**src/rtl/seg_scan_driver_pkg.sv**
```systemverilog
// Shared types and constants for the seven-segment scan driver.
// Glyph encodings are active-low {dp, g..a}; the dp bit is always 1 (off) here.
package seg_pkg;

  typedef logic [7:0] seg_t;

  localparam seg_t SEG_BLANK = 8'hFF;

  localparam seg_t SEG_GLYPHS [16] = '{
    8'hC0, 8'hF9, 8'hA4, 8'hB0, 8'h99, 8'h92, 8'h82, 8'hF8,
    8'h80, 8'h90, 8'h88, 8'h83, 8'hC6, 8'hA1, 8'h86, 8'h8E
  };

  function automatic seg_t seg_compose(input logic [6:0] glyph, input logic dp_on);
    return {~dp_on, glyph};
  endfunction

endpackage

```
**src/rtl/seg_glyph_rom.sv**
```systemverilog
// Combinational hex nibble to active-low seven-segment glyph lookup.
module seg_glyph_rom
  import seg_pkg::*;
(
  input  logic [3:0] nibble,
  output logic [6:0] glyph
);

  // table lookup on the muxed digit value
  always_comb begin
    glyph = SEG_GLYPHS[nibble][6:0];
  end

endmodule

```
**src/rtl/seg_scan_driver.sv**
```systemverilog
// Time-multiplexed seven-segment driver: scan prescaler, shadow/active
// double buffering committed on frame wrap, blink, blanking and leading-zero suppression.
module seg_scan_driver
  import seg_pkg::*;
#(
  parameter int NUM_DIGITS   = 4,
  parameter int SCAN_DIV     = 50000,
  parameter int BLINK_FRAMES = 64
) (
  input  logic                    clk,
  input  logic                    rst_n,
  input  logic                    load,
  input  logic [4*NUM_DIGITS-1:0] digit_val,
  input  logic [NUM_DIGITS-1:0]   dp_en,
  input  logic [NUM_DIGITS-1:0]   blank,
  input  logic [NUM_DIGITS-1:0]   blink,
  input  logic                    lz_suppress,
  output logic [7:0]              seg,
  output logic [NUM_DIGITS-1:0]   an,
  output logic                    pending,
  output logic                    frame_start
);

  localparam int IDX_W = $clog2(NUM_DIGITS);
  localparam int DIV_W = $clog2(SCAN_DIV);
  localparam int FRM_W = (BLINK_FRAMES > 1) ? $clog2(BLINK_FRAMES) : 1;

  localparam logic [IDX_W-1:0] IDX_LAST = IDX_W'(NUM_DIGITS - 1);
  localparam logic [DIV_W-1:0] DIV_LAST = DIV_W'(SCAN_DIV - 1);
  localparam logic [FRM_W-1:0] FRM_LAST = FRM_W'(BLINK_FRAMES - 1);

  logic [DIV_W-1:0]        div_cnt_r;
  logic [IDX_W-1:0]        idx_r;
  logic [FRM_W-1:0]        frm_cnt_r;
  logic                    blink_phase_r;

  logic [4*NUM_DIGITS-1:0] sh_val_r;
  logic [NUM_DIGITS-1:0]   sh_dp_r;
  logic [NUM_DIGITS-1:0]   sh_blank_r;
  logic [NUM_DIGITS-1:0]   sh_blink_r;
  logic                    sh_lz_r;

  logic [4*NUM_DIGITS-1:0] act_val_r;
  logic [NUM_DIGITS-1:0]   act_dp_r;
  logic [NUM_DIGITS-1:0]   act_blank_r;
  logic [NUM_DIGITS-1:0]   act_blink_r;
  logic                    act_lz_r;

  logic                    pending_r;
  logic                    frame_start_r;
  seg_t                    seg_r;
  logic [NUM_DIGITS-1:0]   an_r;

  logic                    slot_wrap_s;
  logic                    frame_wrap_s;
  logic [NUM_DIGITS-1:0]   lz_dark_s;
  logic [3:0]              cur_val_s;
  logic                    cur_dark_s;
  logic [6:0]              glyph_s;
  seg_t                    seg_next_s;
  logic [NUM_DIGITS-1:0]   an_next_s;

  assign slot_wrap_s  = (div_cnt_r == DIV_LAST);
  assign frame_wrap_s = slot_wrap_s & (idx_r == IDX_LAST);

  // digit-slot prescaler and scan index
  always_ff @(posedge clk or negedge rst_n) begin
    if (!rst_n) begin
      div_cnt_r <= '0;
      idx_r     <= '0;
    end else if (slot_wrap_s) begin
      div_cnt_r <= '0;
      idx_r     <= (idx_r == IDX_LAST) ? '0 : idx_r + IDX_W'(1);
    end else begin
      div_cnt_r <= div_cnt_r + DIV_W'(1);
    end
  end

  // frame counter toggling the blink phase; phase 1 hides blinking digits
  always_ff @(posedge clk or negedge rst_n) begin
    if (!rst_n) begin
      frm_cnt_r     <= '0;
      blink_phase_r <= 1'b0;
    end else if (frame_wrap_s) begin
      if (frm_cnt_r == FRM_LAST) begin
        frm_cnt_r     <= '0;
        blink_phase_r <= ~blink_phase_r;
      end else begin
        frm_cnt_r <= frm_cnt_r + FRM_W'(1);
      end
    end
  end

  // shadow capture; a load on the wrap cycle stays pending for the next frame
  always_ff @(posedge clk or negedge rst_n) begin
    if (!rst_n) begin
      sh_val_r   <= '0;
      sh_dp_r    <= '0;
      sh_blank_r <= '1;
      sh_blink_r <= '0;
      sh_lz_r    <= 1'b0;
      pending_r  <= 1'b0;
    end else if (load) begin
      sh_val_r   <= digit_val;
      sh_dp_r    <= dp_en;
      sh_blank_r <= blank;
      sh_blink_r <= blink;
      sh_lz_r    <= lz_suppress;
      pending_r  <= 1'b1;
    end else if (frame_wrap_s) begin
      pending_r  <= 1'b0;
    end
  end

  // active register only changes at frame wrap, so a frame never mixes old and new data
  always_ff @(posedge clk or negedge rst_n) begin
    if (!rst_n) begin
      act_val_r   <= '0;
      act_dp_r    <= '0;
      act_blank_r <= '1;
      act_blink_r <= '0;
      act_lz_r    <= 1'b0;
    end else if (frame_wrap_s) begin
      act_val_r   <= sh_val_r;
      act_dp_r    <= sh_dp_r;
      act_blank_r <= sh_blank_r;
      act_blink_r <= sh_blink_r;
      act_lz_r    <= sh_lz_r;
    end
  end

  // leading-zero chain from the leftmost digit down; digit 0 is never suppressed
  always_comb begin
    logic zero_run_v;
    zero_run_v = 1'b1;
    lz_dark_s  = '0;
    for (int i = NUM_DIGITS - 1; i >= 0; i--) begin
      zero_run_v   = zero_run_v & (act_val_r[4*i +: 4] == 4'h0) & ~act_dp_r[i];
      lz_dark_s[i] = act_lz_r & zero_run_v & (i != 0);
    end
  end

  assign cur_val_s  = act_val_r[{idx_r, 2'b00} +: 4];
  assign cur_dark_s = act_blank_r[idx_r]
                    | (act_blink_r[idx_r] & blink_phase_r)
                    | lz_dark_s[idx_r];

  seg_glyph_rom u_glyph_rom (
    .nibble (cur_val_s),
    .glyph  (glyph_s)
  );

  // next segment/anode pattern for the currently selected digit
  always_comb begin
    seg_next_s = SEG_BLANK;
    an_next_s  = ~({{(NUM_DIGITS-1){1'b0}}, 1'b1} << idx_r);
    if (cur_dark_s) begin
      seg_next_s = SEG_BLANK;
    end else begin
      seg_next_s = seg_compose(glyph_s, act_dp_r[idx_r]);
    end
  end

  // output registers
  always_ff @(posedge clk or negedge rst_n) begin
    if (!rst_n) begin
      seg_r         <= SEG_BLANK;
      an_r          <= '1;
      frame_start_r <= 1'b0;
    end else begin
      seg_r         <= seg_next_s;
      an_r          <= an_next_s;
      frame_start_r <= frame_wrap_s;
    end
  end

  assign seg         = seg_r;
  assign an          = an_r;
  assign pending     = pending_r;
  assign frame_start = frame_start_r;

endmodule

```
**config.mk**
```make
export PLATFORM = sky130hd
export DESIGN_NAME = seg_scan_driver
export DESIGN_NICKNAME = d
export VERILOG_FILES = /design/src/rtl/seg_scan_driver_pkg.sv /design/src/rtl/seg_glyph_rom.sv /design/src/rtl/seg_scan_driver.sv
export SDC_FILE = /design/constraint.sdc
export NUM_CORES = 1
export LEC_CHECK = 0
export CAP_MARGIN = 15
export CORE_ASPECT_RATIO = 0.7
export CORE_MARGIN = 1.5
export CORE_UTILIZATION = 35
export DETAILED_ROUTE_END_ITERATION = 10
export GPL_ROUTABILITY_DRIVEN = 0
export PLACE_DENSITY_LB_ADDON = 0.1
export REMOVE_ABC_BUFFERS = 1
export SKIP_CTS_REPAIR_TIMING = 1
export SLEW_MARGIN = 10
export SYNTH_ARGS = -nofsm -noshare
export SYNTH_HDL_FRONTEND = slang
export SYNTH_SLANG_ARGS = --single-unit
export TNS_END_PERCENT = 10
```
**constraint.sdc**
```tcl
create_clock -name clk -period 2.4 [get_ports clk]
set_input_delay 0.24 -clock clk [delete_from_list [all_inputs] [get_ports clk]]
set_output_delay 0.24 -clock clk [all_outputs]
set_load 0.1 [all_outputs]
```
# ---- Word level (Yosys, flattened, before mapping)
# Memory sizes are Yosys's and may differ from the RTL's.
# Index checks and enable logic that the tools add are counted.
dict set report word_totals {
  regBits 97
  rom_bits 128
  elab_cells 69
  memories 1
}
# name depth word_bits rd rd_ports_with_merged_regs wr line
set memory_table {}
lappend memory_table {{(no name shown)} 16 8 1 0 0 seg_glyph_rom.sv:11} ;# glyph = SEG_GLYPHS[nibble][6:0];
dict set report classes {
  add_sub_neg 3
  n_lt_le_gt_ge 2
  n_eq_ne 3
  n_shift 2
  mux 16
  n_bitwise 19
  reduce_logical 5
}
# operator count
set ops {}
lappend ops {{adder 16 x 1 -> 16 bit, second input constant} 1}
lappend ops {{== test 16 bit, second input constant} 1}
lappend ops {{2-to-1 mux 16 bit} 1}
lappend ops {{variable part select 16 x 5 -> 4 bit} 1}
lappend ops {{2-to-1 mux 7 bit} 2}
lappend ops {{logical NOT 4 bit} 3}
lappend ops {{AND 1 bit} 10}
lappend ops {{binary-select mux 1 bit (select 2 bit)} 4}
lappend ops {{2-to-1 mux 8 bit} 1}
lappend ops {{adder 6 x 1 -> 6 bit, second input constant} 1}
lappend ops {{== test 6 bit, second input constant} 1}
lappend ops {{2-to-1 mux 1 bit} 6}
lappend ops {{2-to-1 mux 6 bit} 1}
lappend ops {{>= comparator 5 bit, second input constant} 1}
lappend ops {{inverter 1 bit} 5}
lappend ops {{inverter 4 -> 5 bit} 1}
lappend ops {{inverter 4 bit} 1}
lappend ops {{left shift 1 x 2 -> 4 bit, first input constant} 1}
lappend ops {{< comparator 2 x 3 -> 1 bit, second input constant} 1}
lappend ops {{adder 2 x 1 -> 2 bit, second input constant} 1}
lappend ops {{== test 2 bit, second input constant} 1}
lappend ops {{2-to-1 mux 2 bit} 1}
lappend ops {{OR 1 bit} 2}
lappend ops {{AND reduction 2 bit} 1}
lappend ops {{nonzero test 2 bit} 1}

# ---- Depth between registers and ports, before layout
# Gate-level depths: netlist of run 1.
dict set report logic_depth {
  word_depth 11
  depth_mapped 8
  ltp_nobuf 7
}

# ---- Hierarchy
# From an unflattened synthesis of run 1, not the netlist that was laid out.
dict set report unflattened {
  cells_unflattened 378
  hier_area_um2 4332.9
}
# module instances cells_each area_each_um2 seq_area_each_um2
set modules_own_cells {}
lappend modules_own_cells {seg_scan_driver 1 347 4070.2 2452.4}
lappend modules_own_cells {seg_glyph_rom 1 31 262.8 0.0}

# ---- Worst setup path before layout of run 1
# No wires, ideal clock.
dict set report synth_path {
  path_kind {register -> register}
  startpoint {register idx_r[0]}
  endpoint {register seg_r[3], in the netlist seg[3]}
  arrival_ns 2.036
  path_slack_ns 0.280
  stages_incl_launch_ff 8
  n_path_buf 1
  period_less_slack_ns 2.120
  path_cell_list {dfrtp_1 -> buf_2 -> mux4_2 -> inv_1 -> ha_1 -> inv_1 -> mux4_2 -> nand2b_1}
}
dict set report synth_between {
  elab_chain_cells 6
}
# item line
set synth_lines {}
lappend synth_lines {{start: declaration} seg_scan_driver.sv:33} ;# logic [IDX_W-1:0] idx_r;
lappend synth_lines {{start signal: assignment} seg_scan_driver.sv:73} ;# idx_r <= (idx_r == IDX_LAST) ? '0 : idx_r + IDX_W'(1);
lappend synth_lines {{variable part select 16 x 5 -> 4 bit or binary-select mux 1 bit (select 2 bit) (tied branches)} {seg_scan_driver.sv:143, seg_scan_driver.sv:145}}
lappend synth_lines {{inverter 4 -> 5 bit (implied by the code) or 2-to-1 mux 1 bit (tied branches)} {seg_glyph_rom.sv:11, seg_scan_driver.sv:145}}
lappend synth_lines {{memory (16 x 8 bit) or AND 1 bit (tied branches)} --}
lappend synth_lines {{2-to-1 mux 7 bit (implied by the code) or OR 1 bit (tied branches)} {seg_glyph_rom.sv:11, seg_scan_driver.sv:145}}
lappend synth_lines {{2-to-1 mux 7 bit (implied by the code) or OR 1 bit (tied branches)} {seg_glyph_rom.sv:11, seg_scan_driver.sv:146}}
lappend synth_lines {{2-to-1 mux 8 bit (*)} seg_scan_driver.sv:157} ;# if (cur_dark_s) begin
lappend synth_lines {{named net seg_next_s[3]} seg_scan_driver.sv:60} ;# seg_t seg_next_s;
lappend synth_lines {{end signal: assignment} seg_scan_driver.sv:171} ;# seg_r <= seg_next_s;
lappend synth_lines {{end: declaration} seg_scan_driver.sv:51} ;# seg_t seg_r;
# Mark *: on every way through the listed nets, which the timed path passes. The rest lies on a longest branch. The select of a mux whose other input is x is not followed.
# A chain may end at the register's enable or synchronous reset.

# ---- Final worst setup path of run 1
dict set report layout_path {
  startpoint {register act_val_r[8]}
  endpoint {register seg_r[6], in the netlist seg[6]}
}
dict set report layout_between {
  elab_chain_cells 10
}
# item line
set layout_lines {}
lappend layout_lines {{start: declaration} seg_scan_driver.sv:43} ;# logic [4*NUM_DIGITS-1:0] act_val_r;
lappend layout_lines {{start signal: assignment} seg_scan_driver.sv:124} ;# act_val_r <= sh_val_r;
lappend layout_lines {{parallel branches: the longest is 9 deep, another holds memory (16 x 8 bit)} --}
lappend layout_lines {{2-to-1 mux 8 bit (*)} seg_scan_driver.sv:157}
lappend layout_lines {{named net seg_next_s[6]} seg_scan_driver.sv:60}
# Mark *: on every way through the listed nets, which the timed path passes. The select of a mux whose other input is x is not followed.

==> flow_summary.html, run 1 <==
<table>
<tr><th>Metric</th><th>Value</th></tr>
<tr><th colspan="2">Timing</th></tr>
<tr><td>Worst Slack Setup Final</td><td>0.269 ns</td></tr>
<tr><td>Transition at the pin with the smallest max-transition slack</td><td>between 0.6 and 0.7 ns</td></tr>
<tr><td>Worst clock skew</td><td>0.00623 ns</td></tr>
<tr><td>Portion of the clock cycle consumed by the worst path in the final layout</td><td>0.888</td></tr>
<tr><td>Unrepaired setup endpoints after global routing</td><td>no</td></tr>
<tr><td>Hold Violations, Final</td><td>0</td></tr>
<tr><td>Clock period minus final worst setup slack</td><td>2.13 ns</td></tr>
<tr><td>Worst hold slack</td><td>between 0.4 and 0.5 ns</td></tr>
<tr><td>Final count of negative-setup-slack endpoints</td><td>0</td></tr>
<tr><td>Max Clk Rate</td><td>around 470 MHz</td></tr>
<tr><td>Count of pins over their slew limit</td><td>0</td></tr>
<tr><td>Slew HR</td><td>0.586</td></tr>
<tr><th colspan="2">Critical path</th></tr>
<tr><td>Setup crit start</td><td>act_val_r[8]</td></tr>
<tr><td>CP Cell Sequence</td><td>or4_1 -&gt; o41ai_1 -&gt; a21oi_1 -&gt; o41a_1 -&gt; o311ai_0</td></tr>
<tr><td>Maximum single-stage delay on the critical path</td><td>0.55 ns</td></tr>
<tr><td>Reg2Reg Launch Point</td><td>act_val_r[8]</td></tr>
<tr><td>Sort of element at the start of the critical path</td><td>register</td></tr>
<tr><td>Cell count of the worst reg-to-reg path</td><td>5</td></tr>
<tr><td>Class of the most critical setup path</td><td>register to register</td></tr>
<tr><td>Sum of buffers and inverters on the critical path</td><td>0</td></tr>
<tr><td>Crit-path max FO</td><td>8</td></tr>
<tr><td>Data arrival at the endpoint of the critical path</td><td>2.36 ns</td></tr>
<tr><td>Critical Path Slowest Stage Cell</td><td>sky130_fd_sc_hd__or4_1</td></tr>
<tr><td>R2R Path End</td><td>seg[6]</td></tr>
<tr><td>Dominant delay contributor by cell family on the critical path</td><td>compound AO/OA/AOI/OAI gates</td></tr>
<tr><td>Setup crit end kind</td><td>register</td></tr>
<tr><td>R2r setup slk</td><td>roughly 0.27 ns</td></tr>
<tr><td>Critical Path RT</td><td>2.63 ns</td></tr>
<tr><th colspan="2">Place</th></tr>
<tr><td>Post-Place Setup Slack</td><td>0.279 ns</td></tr>
<tr><td>Placed insts</td><td>between 500 and 600</td></tr>
<tr><td>Detailed-placement wirelength estimate</td><td>between 5000 and 6000 µm</td></tr>
<tr><td>Placed cell areas</td><td>4890 µm²</td></tr>
<tr><td>Input/output buffers</td><td>45</td></tr>
<tr><th colspan="2">Detailed routing</th></tr>
<tr><td>Per-cell via count in the routed design</td><td>4.65</td></tr>
<tr><td>WL per Instance</td><td>14.0 µm</td></tr>
<tr><td>Wire length reported by the detailed router</td><td>8190 µm</td></tr>
<tr><td>Number of remaining DRC errors</td><td>0</td></tr>
<tr><td>Number of nets still failing antenna checks after routing</td><td>0</td></tr>
<tr><td>First-iteration detailed-routing DRC count</td><td>around 160</td></tr>
<tr><td>First-pass iteration count of the detailed router</td><td>4</td></tr>
<tr><td>Total number of vias</td><td>2721</td></tr>
<tr><th colspan="2">Clock tree</th></tr>
<tr><td>CTS clock-pin slew for the worst setup and hold paths</td><td>0.07 ns</td></tr>
<tr><td>Number of H-tree levels</td><td>3</td></tr>
<tr><td>Number of buffers created by CTS</td><td>9</td></tr>
<tr><td>TritonCTS clock tree</td><td>built</td></tr>
<tr><td>Buffers from clock root to sink, at most</td><td>2</td></tr>
<tr><td>Clock Sink Count</td><td>97</td></tr>
<tr><td>Clock Latency Late Sink</td><td>~0.34 ns</td></tr>
<tr><td>Root Buffer Master</td><td>sky130_fd_sc_hd__clkbuf_16</td></tr>
<tr><th colspan="2">Synthesis</th></tr>
<tr><td>Synthesized area</td><td>4260 µm²</td></tr>
<tr><td>Number of distinct library cells after synthesis</td><td>between 40 and 50</td></tr>
<tr><td>Flip-flop cell with the highest count after synthesis</td><td>sky130_fd_sc_hd__dfrtp_1</td></tr>
<tr><td>Share of async-settable or async-resettable flops after synthesis</td><td>1.00</td></tr>
<tr><td>Ys Warns</td><td>0</td></tr>
<tr><td>Cell taking the most area after synthesis</td><td>sky130_fd_sc_hd__dfrtp_1</td></tr>
<tr><td>Instance count of the mapped netlist</td><td>roughly 370</td></tr>
<tr><td>Avg Cell Area, Syn</td><td>between 10 and 15 µm²</td></tr>
<tr><td>Proportion of synthesized chip area in sequential cells</td><td>0.576</td></tr>
<tr><td>Biggest area contributors in the synthesized netlist</td><td>sky130_fd_sc_hd__dfrtp_1, sky130_fd_sc_hd__dfstp_2, sky130_fd_sc_hd__nand2_1</td></tr>
<tr><td>Number of register bits inferred by synthesis</td><td>97</td></tr>
<tr><td>Area share of the largest cell type after synthesis</td><td>0.453</td></tr>
<tr><td>Number of enable flip-flop cells after synthesis</td><td>0</td></tr>
<tr><th colspan="2">Die</th></tr>
<tr><td>Site row count</td><td>33</td></tr>
<tr><td>Horiz. Die Dim</td><td>about 130 µm</td></tr>
<tr><td>Die Y-Extent</td><td>95.3 µm</td></tr>
<tr><td>Std-Cell Core Area</td><td>~12000 µm²</td></tr>
<tr><td>Number of top-level design ports</td><td>46</td></tr>
<tr><td>Initial Utilization</td><td>0.362</td></tr>
<tr><td>Area enclosed by the die boundary</td><td>12800 µm²</td></tr>
<tr><th colspan="2">Global routing</th></tr>
<tr><td>First-pass GRT wire length</td><td>14400 µm</td></tr>
<tr><td>Overflow left after global routing</td><td>0</td></tr>
<tr><td>Global Route Usage Sum</td><td>0.147</td></tr>
<tr><td>Largest net degree at the start of global routing</td><td>48</td></tr>
<tr><td>Number of antenna violations at the first check in global routing</td><td>0</td></tr>
<tr><td>Via count of the first global-routing pass</td><td>2826</td></tr>
<tr><th colspan="2">Min path</th></tr>
<tr><td>Worst min path class</td><td>input port to asynchronous set/reset pin</td></tr>
<tr><th colspan="2">Pwr</th></tr>
<tr><td>VDD IR max</td><td>roughly 0.40 mV</td></tr>
<tr><td>Power per standard cell area</td><td>between 600 and 700 nW/µm²</td></tr>
<tr><td>Lkg Pwr</td><td>2.33 nW</td></tr>
<tr><th colspan="2">Finish</th></tr>
<tr><td>Post-Layout Inst Area</td><td>5180 µm²</td></tr>
<tr><td>Final Instance Count excl. Fillers</td><td>a little under 600</td></tr>
<tr><td>Core utilization of the finished layout</td><td>0.440</td></tr>
<tr><td>Most frequent cells in the layout</td><td>sky130_fd_sc_hd__nand2_1, sky130_fd_sc_hd__dfrtp_1, sky130_fd_sc_hd__mux2_2, sky130_fd_sc_hd__clkdlybuf4s50_1, sky130_fd_sc_hd__buf_4</td></tr>
<tr><td>P&amp;R area growth vs syn</td><td>21.7%</td></tr>
<tr><td>Diode count</td><td>0</td></tr>
<tr><td>NumNets Final</td><td>about 470</td></tr>
<tr><td>Layout cells sized above 1</td><td>0.243</td></tr>
<tr><td>Most common library cell in the layout ignoring fill and taps</td><td>sky130_fd_sc_hd__nand2_1</td></tr>
<tr><th colspan="2">Status</th></tr>
<tr><td>Status</td><td>completed</td></tr>
<tr><th colspan="2">Run</th></tr>
<tr><td>Max-capacitance violation count</td><td>0</td></tr>
</table>
-- layer usage --
metal,part of all wire,GRT usage,wire [µm],vias to the layer above
li1,-,-,-,1346
met1,0.54,0.209,4440,1321
met2,0.40,0.215,3290,46
met3,0.043,0.0431,350,8
met4,0.014,0.0502,112,0
met5,0,0,0,-
-- final cells by class --
type	instances	area, µm²
timing repair buffer	58	526
fill	1115	6590
clock inverter	7	53.8
tap	157	196
clock buffer	9	225
multi-input combinational	244	1680
inverter	13	48.8
sequential	97	2450
-- Yosys cell counts (3+ instances only) --
library cell,n
sky130_fd_sc_hd__inv_1,13
sky130_fd_sc_hd__mux4_2,8
sky130_fd_sc_hd__xor2_1,5
sky130_fd_sc_hd__o21ai_0,3
sky130_fd_sc_hd__dfrtp_1,77
sky130_fd_sc_hd__nand2_1,104
sky130_fd_sc_hd__a21oi_1,4
sky130_fd_sc_hd__nor3_1,6
sky130_fd_sc_hd__clkbuf_1,7
sky130_fd_sc_hd__xnor2_1,12
sky130_fd_sc_hd__buf_4,4
sky130_fd_sc_hd__nand4_1,4
sky130_fd_sc_hd__or4_1,3
sky130_fd_sc_hd__buf_2,4
sky130_fd_sc_hd__nand3_1,7
sky130_fd_sc_hd__dfstp_2,20
sky130_fd_sc_hd__ha_1,12
sky130_fd_sc_hd__a21o_1,3
sky130_fd_sc_hd__mux2i_1,3
sky130_fd_sc_hd__mux2_2,30
sky130_fd_sc_hd__nor2_1,16
-- power breakdown --
part | switching [mW] | internal (mW) | total (mW) | leakage (nW)
Clock | 0.643 | 0.710 | 1.35 | 0.128
Combinational | 0.0591 | 0.0932 | 0.152 | 0.993
Sequential | 0.0281 | 1.69 | 1.72 | 1.21
Total | 0.730 | 2.49 | 3.22 | 2.33
-- cell families (layout without fill, tap and decap cells) --
family,count (synthesis),after routing,synth area share
AND/OR/NAND/NOR,154,154,0.162
flip-flops,97,97,0.576
multiplexers,41,41,0.129
buffers and inverters,28,87,0.0294
AO/OA/AOI/OAI,20,20,0.0335
XOR/XNOR,17,17,0.0350
adder cells (fa/ha/maj),12,12,0.0353
-- registers in the layout (all words and copies together), names as in the netlist --
name	count
sh_dp_r	4
sh_lz_r	1
pending	1
sh_blank_r	4
act_val_r	16
act_dp_r	4
frame_start	1
frm_cnt_r	6
an	4
div_cnt_r	16
act_blink_r	4
sh_val_r	16
act_blank_r	4
blink_phase_r	1
idx_r	2
sh_blink_r	4
seg	8
act_lz_r	1
-- worst register-to-register path, cell delays in order, from the launching register on --
cell                       delay [ns]
sky130_fd_sc_hd__dfrtp_1         0.39
sky130_fd_sc_hd__or4_1           0.55
sky130_fd_sc_hd__o41ai_1         0.33
sky130_fd_sc_hd__a21oi_1         0.12
sky130_fd_sc_hd__o41a_1          0.47
sky130_fd_sc_hd__o311ai_0        0.16
-- worst max-delay path by stage --
stage | endpoint | slack [ns] | cells after the start
5_1_grt | seg[6] | 0.16 | 5
2_1_floorplan | frm_cnt_r[5] | -0.25 | 5
3_3_place_gp | seg[6] | 0.31 | 5
3_5_place_dp | seg[6] | 0.28 | 5
6_report | seg[6] | 0.27 | 5
4_1_cts | seg[6] | 0.26 | 5
-- metrics by stage --
| stage | power [mW] | setup TNS, ns |
|---|---|---|
| floorplan | 1.79 | -1.77 |
| global placement | 1.90 | 0 |
| detailed placement | 1.90 | 0 |
| CTS | 3.28 | 0 |
| global route | 3.36 | 0 |
| finish | 3.22 | 0 |
No activity file was read; power rests on OpenSTA's default activity.
==> run 2, diff against run 1 <==
--- a/config.mk
+++ b/config.mk
@@ -5,6 +5,7 @@
 export SDC_FILE = /design/constraint.sdc
 export NUM_CORES = 1
 export LEC_CHECK = 0
+export ABC_AREA = 1
 export CAP_MARGIN = 15
 export CORE_ASPECT_RATIO = 0.7
 export CORE_MARGIN = 1.5
==> constraint.sdc (replaced) <==
create_clock -name clk -period 2.6 [get_ports clk]
set_input_delay 0.26 -clock clk [delete_from_list [all_inputs] [get_ports clk]]
set_output_delay 0.26 -clock clk [all_outputs]
set_load 0.1 [all_outputs]
==> flow_summary.html, run 2 <==
<table>
<tr><th>Metric</th><th>Value</th></tr>
<tr><th colspan="2">Detailed routing</th></tr>
<tr><td>Number of nets still failing antenna checks after routing</td><td>0 (unchanged)</td></tr>
<tr><td>Wire length reported by the detailed router</td><td>9510 µm (+16%)</td></tr>
<tr><td>First-pass iteration count of the detailed router</td><td>5 (+1)</td></tr>
<tr><td>First-iteration detailed-routing DRC count</td><td>213 (+37%)</td></tr>
<tr><td>Total number of vias</td><td>3488 (+28%)</td></tr>
<tr><td>Number of remaining DRC errors</td><td>0 (unchanged)</td></tr>
<tr><td>Per-cell via count in the routed design</td><td>4.50 (-3.2%)</td></tr>
<tr><td>WL per Instance</td><td>12.3 µm (-12%)</td></tr>
<tr><th colspan="2">Synthesis</th></tr>
<tr><td>Synth top cells by count</td><td>sky130_fd_sc_hd__nand2_1, sky130_fd_sc_hd__dfrtp_1, sky130_fd_sc_hd__inv_1, sky130_fd_sc_hd__nand3_1, sky130_fd_sc_hd__o21ai_0</td></tr>
<tr><td>Compound-cell area share of the yosys netlist</td><td>0.0853 (+0.0518)</td></tr>
<tr><td>Proportion of synthesized chip area in sequential cells</td><td>0.524 (-0.0520)</td></tr>
<tr><td>Share of async-settable or async-resettable flops after synthesis</td><td>1.00 (unchanged)</td></tr>
<tr><td>Post-synthesis share of cell area spent on full adders, half adders and majority gates</td><td>0.0321 (-0.00319)</td></tr>
<tr><td>Library cell with the highest instance count after synthesis</td><td>sky130_fd_sc_hd__nand2_1</td></tr>
<tr><td>Number of distinct library cells after synthesis</td><td>31 (-24%)</td></tr>
<tr><td>Number of enable flip-flop cells after synthesis</td><td>0 (unchanged)</td></tr>
<tr><td>Number of register bits inferred by synthesis</td><td>97 (unchanged)</td></tr>
<tr><td>Multiplexer share of the synthesized area</td><td>0 (-0.129)</td></tr>
<tr><td>Avg Cell Area, Syn</td><td>8.37 µm² (-27%)</td></tr>
<tr><td>Area share of the largest cell type after synthesis</td><td>0.412 (-0.0409)</td></tr>
<tr><td>Largest family of logic cells by synthesized area</td><td>simple AND/OR/NAND/NOR gates</td></tr>
<tr><td>Synthesized area</td><td>4680 µm² (+9.9%)</td></tr>
<tr><td>Biggest area contributors in the synthesized netlist</td><td>sky130_fd_sc_hd__dfrtp_1, sky130_fd_sc_hd__nand2_1, sky130_fd_sc_hd__dfstp_2</td></tr>
<tr><td>Instance count of the mapped netlist</td><td>559 (+51%)</td></tr>
<tr><td>Cell taking the most area after synthesis</td><td>sky130_fd_sc_hd__dfrtp_1</td></tr>
<tr><td>Post-synthesis simple-gate area fraction</td><td>0.254 (+0.0915)</td></tr>
<tr><td>Ys Warns</td><td>0 (unchanged)</td></tr>
<tr><td>Synth Area in XOR/XNOR</td><td>0.0168 (-0.0181)</td></tr>
<tr><td>Flip-flop cell with the highest count after synthesis</td><td>sky130_fd_sc_hd__dfrtp_1</td></tr>
<tr><th colspan="2">Global routing</th></tr>
<tr><td>Global Route Usage Sum</td><td>0.147 (-0.000306)</td></tr>
<tr><td>Overflow left after global routing</td><td>0 (unchanged)</td></tr>
<tr><td>First-pass GRT wire length</td><td>16300 µm (+13%)</td></tr>
<tr><td>Largest net degree at the start of global routing</td><td>44 (-8.3%)</td></tr>
<tr><td>Number of antenna violations at the first check in global routing</td><td>0 (unchanged)</td></tr>
<tr><td>Via count of the first global-routing pass</td><td>3309 (+17%)</td></tr>
<tr><th colspan="2">Critical path</th></tr>
<tr><td>Critical Path RT</td><td>2.88 ns (+0.25 ns)</td></tr>
<tr><td>Crit-path max FO</td><td>19 (+11)</td></tr>
<tr><td>R2r setup slk</td><td>0.42 ns (+0.15 ns)</td></tr>
<tr><td>R2R Path End</td><td>seg[3]</td></tr>
<tr><td>Reg2Reg Launch Point</td><td>idx_r[0]</td></tr>
<tr><td>Class of the most critical setup path</td><td>register to register</td></tr>
<tr><td>Data arrival at the endpoint of the critical path</td><td>2.46 ns (+0.10 ns)</td></tr>
<tr><td>Setup crit end kind</td><td>register</td></tr>
<tr><td>Setup crit start</td><td>idx_r[0]</td></tr>
<tr><td>Cell count of the worst reg-to-reg path</td><td>9 (+4)</td></tr>
<tr><td>Sort of element at the start of the critical path</td><td>register</td></tr>
<tr><th colspan="2">Min path</th></tr>
<tr><td>Hold Startpoint</td><td>load</td></tr>
<tr><td>Hold Path Sink</td><td>sh_blank_r[0]</td></tr>
<tr><td>Worst min path class</td><td>input port to register</td></tr>
<tr><td>Number of stages on the worst hold path</td><td>3</td></tr>
<tr><th colspan="2">Timing</th></tr>
<tr><td>Final count of negative-setup-slack endpoints</td><td>0 (unchanged)</td></tr>
<tr><td>Clock period minus final worst setup slack</td><td>2.18 ns (+0.0453 ns)</td></tr>
<tr><td>Setup Total Neg Slack</td><td>0 ns (unchanged)</td></tr>
<tr><td>Unrepaired setup endpoints after global routing</td><td>no</td></tr>
<tr><td>Worst clock skew</td><td>0.00941 ns (+0.00318 ns)</td></tr>
<tr><td>Slew HR</td><td>0.588 (+0.00183)</td></tr>
<tr><td>Max Clk Rate</td><td>459 MHz (-2.1%)</td></tr>
<tr><td>Count of pins over their slew limit</td><td>0 (unchanged)</td></tr>
<tr><td>Portion of the clock cycle consumed by the worst path in the final layout</td><td>0.837 (-0.0509)</td></tr>
<tr><td>Worst Slack Setup Final</td><td>0.423 ns (+0.155 ns)</td></tr>
<tr><td>Transition at the pin with the smallest max-transition slack</td><td>0.618 ns (-0.00275 ns)</td></tr>
<tr><td>Hold Violations, Final</td><td>0 (unchanged)</td></tr>
<tr><th colspan="2">Run</th></tr>
<tr><td>Max-capacitance violation count</td><td>0 (unchanged)</td></tr>
<tr><th colspan="2">Place</th></tr>
<tr><td>Detailed-placement wirelength estimate</td><td>6810 µm (+18%)</td></tr>
<tr><td>Post-Place Setup Slack</td><td>0.470 ns (+0.191 ns)</td></tr>
<tr><td>Input/output buffers</td><td>45 (unchanged)</td></tr>
<tr><td>Placed cell areas</td><td>5230 µm² (+6.9%)</td></tr>
<tr><th colspan="2">Clock tree</th></tr>
<tr><td>Number of buffers created by CTS</td><td>9 (unchanged)</td></tr>
<tr><td>Root Buffer Master</td><td>sky130_fd_sc_hd__clkbuf_16</td></tr>
<tr><td>Buffers from clock root to sink, at most</td><td>2 (unchanged)</td></tr>
<tr><td>Clock Sink Count</td><td>97 (unchanged)</td></tr>
<tr><td>TritonCTS clock tree</td><td>built</td></tr>
<tr><td>CTS clock-pin slew for the worst setup and hold paths</td><td>0.07 ns (about the same)</td></tr>
<tr><td>Clock Latency Late Sink</td><td>0.34 ns (about the same)</td></tr>
<tr><td>Number of H-tree levels</td><td>3 (unchanged)</td></tr>
<tr><th colspan="2">Finish</th></tr>
<tr><td>Core utilization of the finished layout</td><td>0.423 (-0.0176)</td></tr>
<tr><td>Leading registers by flop count</td><td>act_val_r: 16 flops, div_cnt_r: 16 flops, sh_val_r: 16 flops</td></tr>
<tr><td>P&amp;R area growth vs syn</td><td>18.3%</td></tr>
<tr><td>Sequential standard cell area</td><td>2450 µm² (unchanged)</td></tr>
<tr><td>Diode count</td><td>0 (unchanged)</td></tr>
<tr><td>Filler cell count in the final layout</td><td>1304 (+17%)</td></tr>
<tr><td>Most common library cell in the layout ignoring fill and taps</td><td>sky130_fd_sc_hd__nand2_1</td></tr>
<tr><td>Most frequent cells in the layout</td><td>sky130_fd_sc_hd__nand2_1, sky130_fd_sc_hd__dfrtp_1, sky130_fd_sc_hd__inv_1</td></tr>
<tr><td>Layout cells sized above 1</td><td>0.153 (-0.0903)</td></tr>
<tr><td>Post-Layout Inst Area</td><td>5540 µm² (+6.8%)</td></tr>
<tr><td>Area used by multi-input combinational logic</td><td>1820 µm² (+8.0%)</td></tr>
<tr><td>NumNets Final</td><td>648 (+39%)</td></tr>
<tr><th colspan="2">Pwr</th></tr>
<tr><td>VDD IR max</td><td>0.289 mV (-27%)</td></tr>
<tr><td>Lkg Pwr</td><td>2.74 nW (+18%)</td></tr>
<tr><td>Power per standard cell area</td><td>549 nW/µm² (-12%)</td></tr>
<tr><th colspan="2">Die</th></tr>
<tr><td>Initial Utilization</td><td>0.357 (-0.00435)</td></tr>
<tr><td>Die Y-Extent</td><td>99.8 µm (+4.7%)</td></tr>
<tr><td>Number of top-level design ports</td><td>46 (unchanged)</td></tr>
<tr><td>Area enclosed by the die boundary</td><td>14100 µm² (+9.7%)</td></tr>
<tr><td>Std-Cell Core Area</td><td>13100 µm² (+11%)</td></tr>
<tr><td>Horiz. Die Dim</td><td>141 µm (+4.7%)</td></tr>
<tr><td>Site row count</td><td>35 (+6.1%)</td></tr>
<tr><th colspan="2">Status</th></tr>
<tr><td>Status</td><td>completed</td></tr>
</table>
==> run 2: worst max-delay path, cell delays in order (launching register included) <==
cell                      delay (ns)
sky130_fd_sc_hd__dfrtp_1        0.74
sky130_fd_sc_hd__inv_2          0.29
sky130_fd_sc_hd__nand2_1        0.13
sky130_fd_sc_hd__nand3_1        0.09
sky130_fd_sc_hd__nand2_1        0.22
sky130_fd_sc_hd__ha_1           0.26
sky130_fd_sc_hd__inv_1          0.07
sky130_fd_sc_hd__a21oi_1        0.18
sky130_fd_sc_hd__nand2_1        0.07
sky130_fd_sc_hd__nand3_1        0.08
==> run 2: kinds of logic (layout without fill, tap and decap cells) <==
| family | after synthesis | in the layout |
|---|---|---|
| adder cells (fa/ha/maj) | 12 | 12 |
| AND/OR/NAND/NOR | 278 | 278 |
| buffers and inverters | 96 | 146 |
| flip-flops | 97 | 97 |
| XOR/XNOR | 9 | 9 |
| AO/OA/AOI/OAI | 67 | 67 |
==> run 2: final cells by class <==
| class | instances | share of cell area |
|---|---|---|
| Clock buffer | 9 | 0.0407 |
| Clock inverter | 7 | 0.0127 |
| Inverter | 80 | 0.0551 |
| Multi-Input combinational cell | 366 | 0.328 |
| Sequential cell | 97 | 0.443 |
| Tap cell | 166 | 0.0375 |
| Timing Repair Buffer | 50 | 0.0832 |
==> run 2: worst max path at each step <==
| stage | slack (ns) | cells past startpoint | end |
|---|---|---|---|
| floorplan | 0.84 | 7 | seg[0] |
| detailed placement | 0.47 | 10 | seg[3] |
| finish | 0.42 | 9 | seg[3] |
| global route | 0.19 | 10 | seg[3] |
| global placement | 0.61 | 10 | seg[3] |
| CTS | 0.45 | 10 | seg[3] |
==> run 2: metal layers <==
metal  up-vias  global-route usage  part of all wire
li1       1824                   -                 -
met1      1607               0.218              0.56
met2        55               0.214              0.41
met3         2              0.0332             0.028
met4         0              0.0385            0.0037
met5         -                   0                 0
==> run 2: stage by stage <==
stage | hold slack [ns] | total power, mW | instances
after floorplan | -0.0356 | 1.64 | 543
after global placement | 0.292 | 1.74 | 758
after detailed placement | 0.294 | 1.75 | 758
after CTS | -0.0681 | 3.09 | 774
after global routing | 0.412 | 3.18 | 775
final | 0.362 | 3.04 | 775
==> run 2: where the power goes <==
group,total (mW),switching [mW],internal [mW]
clock,1.32,0.577,0.746
combinational,0.145,0.0814,0.0632
sequential,1.57,0.0161,1.55
total,3.04,0.674,2.36
